**src/rtl/block_align_denorm_pkg.sv**
```systemverilog
// Shared definitions for the block alignment / denormalization slice.
//   MANT_W, EXP_W, ACC_W : fraction, exponent and aligned-output widths
//   SH_W                 : width of the exponent difference (one bit wider than EXP_W)
//   SIG_W                : significand width including the hidden one
//   state_t              : two-phase FSM encoding (collect a block, then emit it)
//   term_t               : one buffered FP term
package block_align_denorm_pkg;

  localparam int MANT_W = 11;
  localparam int EXP_W  = 6;
  localparam int ACC_W  = 20;
  localparam int SH_W   = EXP_W + 1;
  localparam int SIG_W  = MANT_W + 1;

  typedef enum logic {
    COLLECT = 1'b0,
    EMIT    = 1'b1
  } state_t;

  typedef struct packed {
    logic              sign;
    logic              zero;
    logic [MANT_W-1:0] frac;
    logic [EXP_W-1:0]  exp;
  } term_t;

endpackage

```
**src/rtl/block_align_denorm_align_shifter.sv**
```systemverilog
// Combinational alignment of one FP term to the block maximum exponent.
// Ports:
//   sign  in   1      term sign (1 = negative)
//   zero  in   1      exact-zero term, forces a 0 result
//   frac  in   11     fraction bits below the hidden one
//   sh    in   7      exp_max - exp, never negative for a non-zero term
//   data  out  20     aligned two's-complement value
module align_shifter
  import block_align_denorm_pkg::*;
(
  input  logic              sign,
  input  logic              zero,
  input  logic [MANT_W-1:0] frac,
  input  logic [SH_W-1:0]   sh,
  output logic [ACC_W-1:0]  data
);

  logic [ACC_W-1:0] sig_ext;
  logic [ACC_W-1:0] mag;

  // Right-shift the significand (hidden one included) and truncate. Once the
  // shift reaches the significand width every bit has fallen off, so the
  // magnitude is forced to zero explicitly. Sign is applied afterwards so a
  // fully shifted-out negative term still yields +0.
  always_comb begin
    sig_ext = {{(ACC_W-SIG_W){1'b0}}, 1'b1, frac};
    if (sh >= SH_W'(SIG_W)) begin
      mag = '0;
    end else begin
      mag = sig_ext >> sh;
    end
    if (zero) begin
      data = '0;
    end else if (sign) begin
      data = -mag;
    end else begin
      data = mag;
    end
  end

endmodule

```
**src/rtl/block_align_denorm.sv**
```systemverilog
// Collects a block of FP terms, tracks the block's maximum exponent, then
// emits each term as a 20-bit two's-complement value aligned to that maximum.
// Ports:
//   clk        in   1    clock, rising edge
//   rst_n      in   1    asynchronous active-low reset
//   in_valid   in   1    input term valid
//   in_ready   out  1    block accepts a term this cycle
//   in_sign    in   1    term sign (1 = negative)
//   in_frac    in   11   fraction bits below the hidden one
//   in_exp     in   6    signed term exponent
//   in_zero    in   1    term is exact zero
//   in_last    in   1    closes the block early
//   out_valid  out  1    aligned term valid
//   out_ready  in   1    downstream accepts term
//   out_data   out  20   signed aligned term
//   out_exp    out  6    signed block max exponent
//   out_last   out  1    final term of the block
module block_align_denorm
  import block_align_denorm_pkg::*;
#(
  parameter int BLK_N = 4,
  parameter int CNT_W = 3
) (
  input  logic              clk,
  input  logic              rst_n,
  input  logic              in_valid,
  output logic              in_ready,
  input  logic              in_sign,
  input  logic [MANT_W-1:0] in_frac,
  input  logic [EXP_W-1:0]  in_exp,
  input  logic              in_zero,
  input  logic              in_last,
  output logic              out_valid,
  input  logic              out_ready,
  output logic [ACC_W-1:0]  out_data,
  output logic [EXP_W-1:0]  out_exp,
  output logic              out_last
);

  localparam int IDX_W = (BLK_N > 1) ? $clog2(BLK_N) : 1;

  state_t           state;
  logic [CNT_W-1:0] count;
  logic [IDX_W-1:0] idx;
  logic [EXP_W-1:0] exp_max;
  logic             max_seen;
  term_t            term_buf [BLK_N];

  logic             accept;
  logic             take;
  logic             at_last;
  term_t            cur;
  logic [SH_W-1:0]  sh;
  logic [ACC_W-1:0] aligned;

  assign accept  = in_valid && in_ready;
  assign take    = out_valid && out_ready;
  assign at_last = (CNT_W'(idx) == count - CNT_W'(1));
  assign cur     = term_buf[idx];

  // Sign-extend both exponents before subtracting so the full signed range
  // of differences fits without wrap.
  assign sh = {exp_max[EXP_W-1], exp_max} - {cur.exp[EXP_W-1], cur.exp};

  align_shifter u_align (
    .sign (cur.sign),
    .zero (cur.zero),
    .frac (cur.frac),
    .sh   (sh),
    .data (aligned)
  );

  // Outside EMIT the buffer may hold stale or unwritten entries, so the data
  // output is gated to keep it at zero whenever nothing is being presented.
  assign out_data = out_valid ? aligned : '0;
  assign out_exp  = exp_max;
  assign out_last = out_valid && at_last;

  // Term storage carries no reset: count gates which entries are ever read.
  always_ff @(posedge clk) begin
    if (accept) begin
      term_buf[count[IDX_W-1:0]] <= {in_sign, in_zero, in_frac, in_exp};
    end
  end

  // Block FSM: COLLECT fills the buffer and tracks the running max exponent
  // (zero terms excluded); EMIT walks the buffer one term per handshake and
  // clears everything after the final term so the next block starts fresh.
  always_ff @(posedge clk or negedge rst_n) begin
    if (!rst_n) begin
      state     <= COLLECT;
      in_ready  <= 1'b1;
      out_valid <= 1'b0;
      count     <= '0;
      idx       <= '0;
      exp_max   <= '0;
      max_seen  <= 1'b0;
    end else begin
      case (state)
        COLLECT: begin
          if (accept) begin
            count <= count + CNT_W'(1);
            if (!in_zero && (!max_seen || ($signed(in_exp) > $signed(exp_max)))) begin
              exp_max  <= in_exp;
              max_seen <= 1'b1;
            end
            if ((count == CNT_W'(BLK_N-1)) || in_last) begin
              state     <= EMIT;
              in_ready  <= 1'b0;
              out_valid <= 1'b1;
            end
          end
        end
        EMIT: begin
          if (take) begin
            if (at_last) begin
              state     <= COLLECT;
              in_ready  <= 1'b1;
              out_valid <= 1'b0;
              count     <= '0;
              idx       <= '0;
              exp_max   <= '0;
              max_seen  <= 1'b0;
            end else begin
              idx <= idx + IDX_W'(1);
            end
          end
        end
        default: begin
          state     <= COLLECT;
          in_ready  <= 1'b1;
          out_valid <= 1'b0;
        end
      endcase
    end
  end

endmodule

```
**config.mk**
```make
export PLATFORM = sky130hd
export DESIGN_NAME = block_align_denorm
export DESIGN_NICKNAME = d
export VERILOG_FILES = /design/src/rtl/block_align_denorm_pkg.sv /design/src/rtl/block_align_denorm_align_shifter.sv /design/src/rtl/block_align_denorm.sv
export SDC_FILE = /design/constraint.sdc
export NUM_CORES = 1
export LEC_CHECK = 0
export CORE_ASPECT_RATIO = 0.5
export CORE_MARGIN = 10
export CORE_UTILIZATION = 28
export CTS_BUF_LIST = sky130_fd_sc_hd__clkbuf_8
export CTS_CLUSTER_DIAMETER = 40
export CTS_CLUSTER_SIZE = 25
export DETAILED_ROUTE_END_ITERATION = 8
export PLACE_DENSITY_LB_ADDON = 0.08
export SLEW_MARGIN = 20
export SYNTH_ARGS = -nofsm -noshare
export SYNTH_HDL_FRONTEND = slang
export SYNTH_HIERARCHICAL = 1
export SYNTH_SLANG_ARGS = --single-unit
```
**constraint.sdc**
```tcl
create_clock -name clk -period 5.6 [get_ports clk]
set_input_delay 1.12 -clock clk [delete_from_list [all_inputs] [get_ports clk]]
set_output_delay 1.12 -clock clk [all_outputs]
set_load 0.005 [all_outputs]
```
==> results.txt <==
Internal Power - 0.001046 W
RSZ-0062 raised after global routing - yes
Fin Hold WS - 0.5264 ns
Worst slew pin tran - 0.7639 ns
Clock power share - 0.316
Seq/Total Area, Yosys - 0.5191
Switching Fraction - 0.2456
First-pass GRT wire length - 20270 um
Final wirelength - 12890 um
Worst setup margin - -0.009566 ns
Syn nets - 454
Synth area leaders - edfxtp_1 45%, mux4_2 9.2%, dfrtp_1 6.8%
CTS tree - done
Pin count of the biggest net entering global routing - 25
Leakage - 2.588 nW
Violated checks - setup timing
Die area - 24430 um^2
RD Place Congestion - 0.7688
Grt total ovfl - 0
Wire length per cell - 16.99 um
Top delay family on crit path - simple AND/OR/NAND/NOR gates
Netlist cell types - 60
Startpoint type of the worst setup path - flop
Placed cell area - 6212 um^2
Asr flop ratio synth - 0.1648
Clock Tree Root - clkbuf_8
DP HPWL - 9319 um
Post-Synthesis Cells - 411
Post-synthesis cell area - 5122 um^2
Clock Path Buffers - 2
IO Port Bufs - 52
Syn avg cell area - 12.46 um^2
Cells along the critical path - mux4_2 > inv_2 > ha_4 > nor2b_4 > o21ai_2 > a21boi_2 > or4b_4 > nand3_4 > or2_4 > a2111oi_4 > o21a_1 > a31oi_2 > ha_2 > nand3_4 > buf_6 > buf_6 > o21ai_4 > mux2_4 > and2_1 > buf_2
Seq pwr share - 0.536
Hold crit path type - flop to flop
Final Skew - 0.01458 ns
Peak Freq - 178.3 MHz
Critical Path AT - 4.49 ns
Starting Density - 0.2901
Worst slew margin - 0.4891
Diodes inserted - 0
Pins Over Slew Limit - 0
Remaining DRCs - 0
Pwr dens - 201.1 nW/um^2
Fin cells - 759
Required time of the critical path - 4.48 ns
Initial antenna violation count - 0
Via density - 4.747
Most frequent cell after synthesis - edfxtp_1
H-tree levels - 3
Final Critical Period - 5.610 ns
Final hold viol count - 0
Post-layout net count - 564
Die H - 115.6 um
Max Cap Violations - 0
Crit-path max cell delay - 0.55 ns
Number of global-route vias before repair - 3684
First-pass DRT Iterations - 4
Switch Pwr - 0.0003407 W
Total track usage - 0.1053
CTS sink count - 91
WP buf/inv - 4
Worst IR Drop VDD - 0.08365 mV
CTS buffer count - 9
Yosys top cell area share - 0.4455
Status - finished with violations
Crit. End Element - primary output
Critical path's slowest cell - or4b_4
Final setup violating endpoints - 1
Rows - 34
Post-synth top area cell - edfxtp_1
Placed cells - 725
Post-DRT Antenna Nets - 0
Total power - 0.001387 W
Area Overhead vs Synth - 34.68%
Core Footprint - 17650 um^2
Critical path fanouts, max - 4
#FFs+latches synth - 91
Post-synth EDFFs - 76
Die X - 211.3 um
Via Count - 3603
Synth top cells by count - 76 x edfxtp_1, 31 x nor2_1, 28 x inv_1
Clock Pin Slew Worst Setup and Hold Paths - 0.09 ns
Share of layout cells above drive strength 1 - 0.3276
Top Ports - 53
Final instance area - 6899 um^2
Iter 0 DRT Violations - 161
Final worst-path cycle share - 1.002
Kind of critical path - flop to primary output
Comb pwr share - 0.148
Synth Warn # - 6
Prevailing post-synth register cell - edfxtp_1
Worst-skew pair later-pin latency - 0.36 ns
==> final timing paths <==
path / start / slack [ns] / depth (start not counted) / to
max in group asynchronous: rst_n / 3.87 / 1 / idx[0]$_DFFE_PN0P_
min in group asynchronous: rst_n / 1.19 / 1 / state$_DFF_PN0_
setup / recovery: idx[0]$_DFFE_PN0P_ / -0.01 / 20 / out_data[8]
setup reg to reg: out_valid$_DFFE_PN0P_ / 2.94 / 5 / out_exp[0]$_DFFE_PN0P_
hold / removal: in_ready$_DFFE_PN1P_ / 0.53 / 2 / in_ready$_DFFE_PN1P_
hold reg to reg: in_ready$_DFFE_PN1P_ / 0.53 / 2 / in_ready$_DFFE_PN1P_
==> layer usage <==
layer	part of all wire	global-route usage	vias up
met1	0.51	0.1454	1790
met5	0	0	-
met3	0.034	0.02290	10
met4	0.010	0.03164	0
li1	-	-	1762
met2	0.45	0.1624	41
==> stage by stage <==
| step | utilization | setup TNS [ns] | worst slack (ns) |
|---|---|---|---|
| floorplan | - | 0 | 0.1626 |
| global placement | 0.3518 | -1.675 | -0.2751 |
| detailed placement | 0.3519 | -2.519 | -0.3844 |
| CTS | 0.3790 | -0.4718 | -0.1377 |
| global route | 0.3908 | -1.625 | -0.2166 |
| finish | 0.3908 | -0.009566 | -0.009566 |
==> sequential cells by signal, summed over array words and instances (netlist names) <==
name	cells
state	1
count	3
out_valid	1
out_exp	6
max_seen	1
in_ready	1
idx	2
term_buf	76
==> cells by family (layout without fill, tap and decap cells) <==
kind of cell               count (synthesis)  in the layout  synth area share
DFF                                       91             91            0.5191
muxes                                     46             46            0.1488
AOI/OAI and AO/OA                         63             63           0.09013
xor gates and xnor gates                  11             11           0.01881
and+or+nand+nor                          132            132            0.1353
buffers and inverters                     49            163           0.04006
adders and majority gates                 19             19           0.04788
==> cell type report <==
type | instances | area, um^2
fill | 1723 | 10760
sequential | 91 | 2660
multi-input combinational | 271 | 2609
timing repair buffer | 120 | 1042
tap | 234 | 292.8
clock buffer | 9 | 123.9
inverter | 28 | 105.1
clock inverter | 6 | 66.31
==> timing repair <==
item                                    4_1_cts  5_1_grt
endpoints found under the setup margin       16       20
resized for setup                            91       35
setup buffers                                14        6
pin swaps                                    21       23
hold buffers                                  0        0
==> cell usage in the layout, fill, tap and decap left out, drive strengths merged, types with 3 or more instances in the layout <==
cell type / instances
or3: 5
nand3: 13
a21oi: 10
and2: 23
inv: 29
edfxtp: 76
dlygate4sd2: 6
o21a: 3
and3: 5
o21bai: 3
o211ai: 3
nor2: 31
ha: 18
o21ai: 17
nor2b: 3
nand2: 23
nand2b: 8
mux2i: 18
nor3b: 6
clkdlybuf4s50: 37
o31ai: 3
a211oi: 6
nor3: 3
nor4: 3
buf: 75
dfrtp: 14
mux2: 5
xnor2: 9
mux4: 23
clkbuf: 9
==> power by group through the flow <==
stage                     Clock [W]  Sequential [W]  Combinational, W
after detailed placement          0        0.000759          0.000168
after floorplan                   0        0.000758         0.0000926
final                      0.000438        0.000744          0.000206
after global placement            0        0.000759          0.000168
after CTS                  0.000455        0.000744          0.000191
after global routing       0.000481        0.000744          0.000224
==> worst register-to-register path: cells and delay by family, from the launching register on <==
family	cells	cell delay (ns)
flops	1	0.76
compound gates	2	0.45
mux	1	0.16
simple gates	2	1.17
No activity file was read; power rests on OpenSTA's default activity.
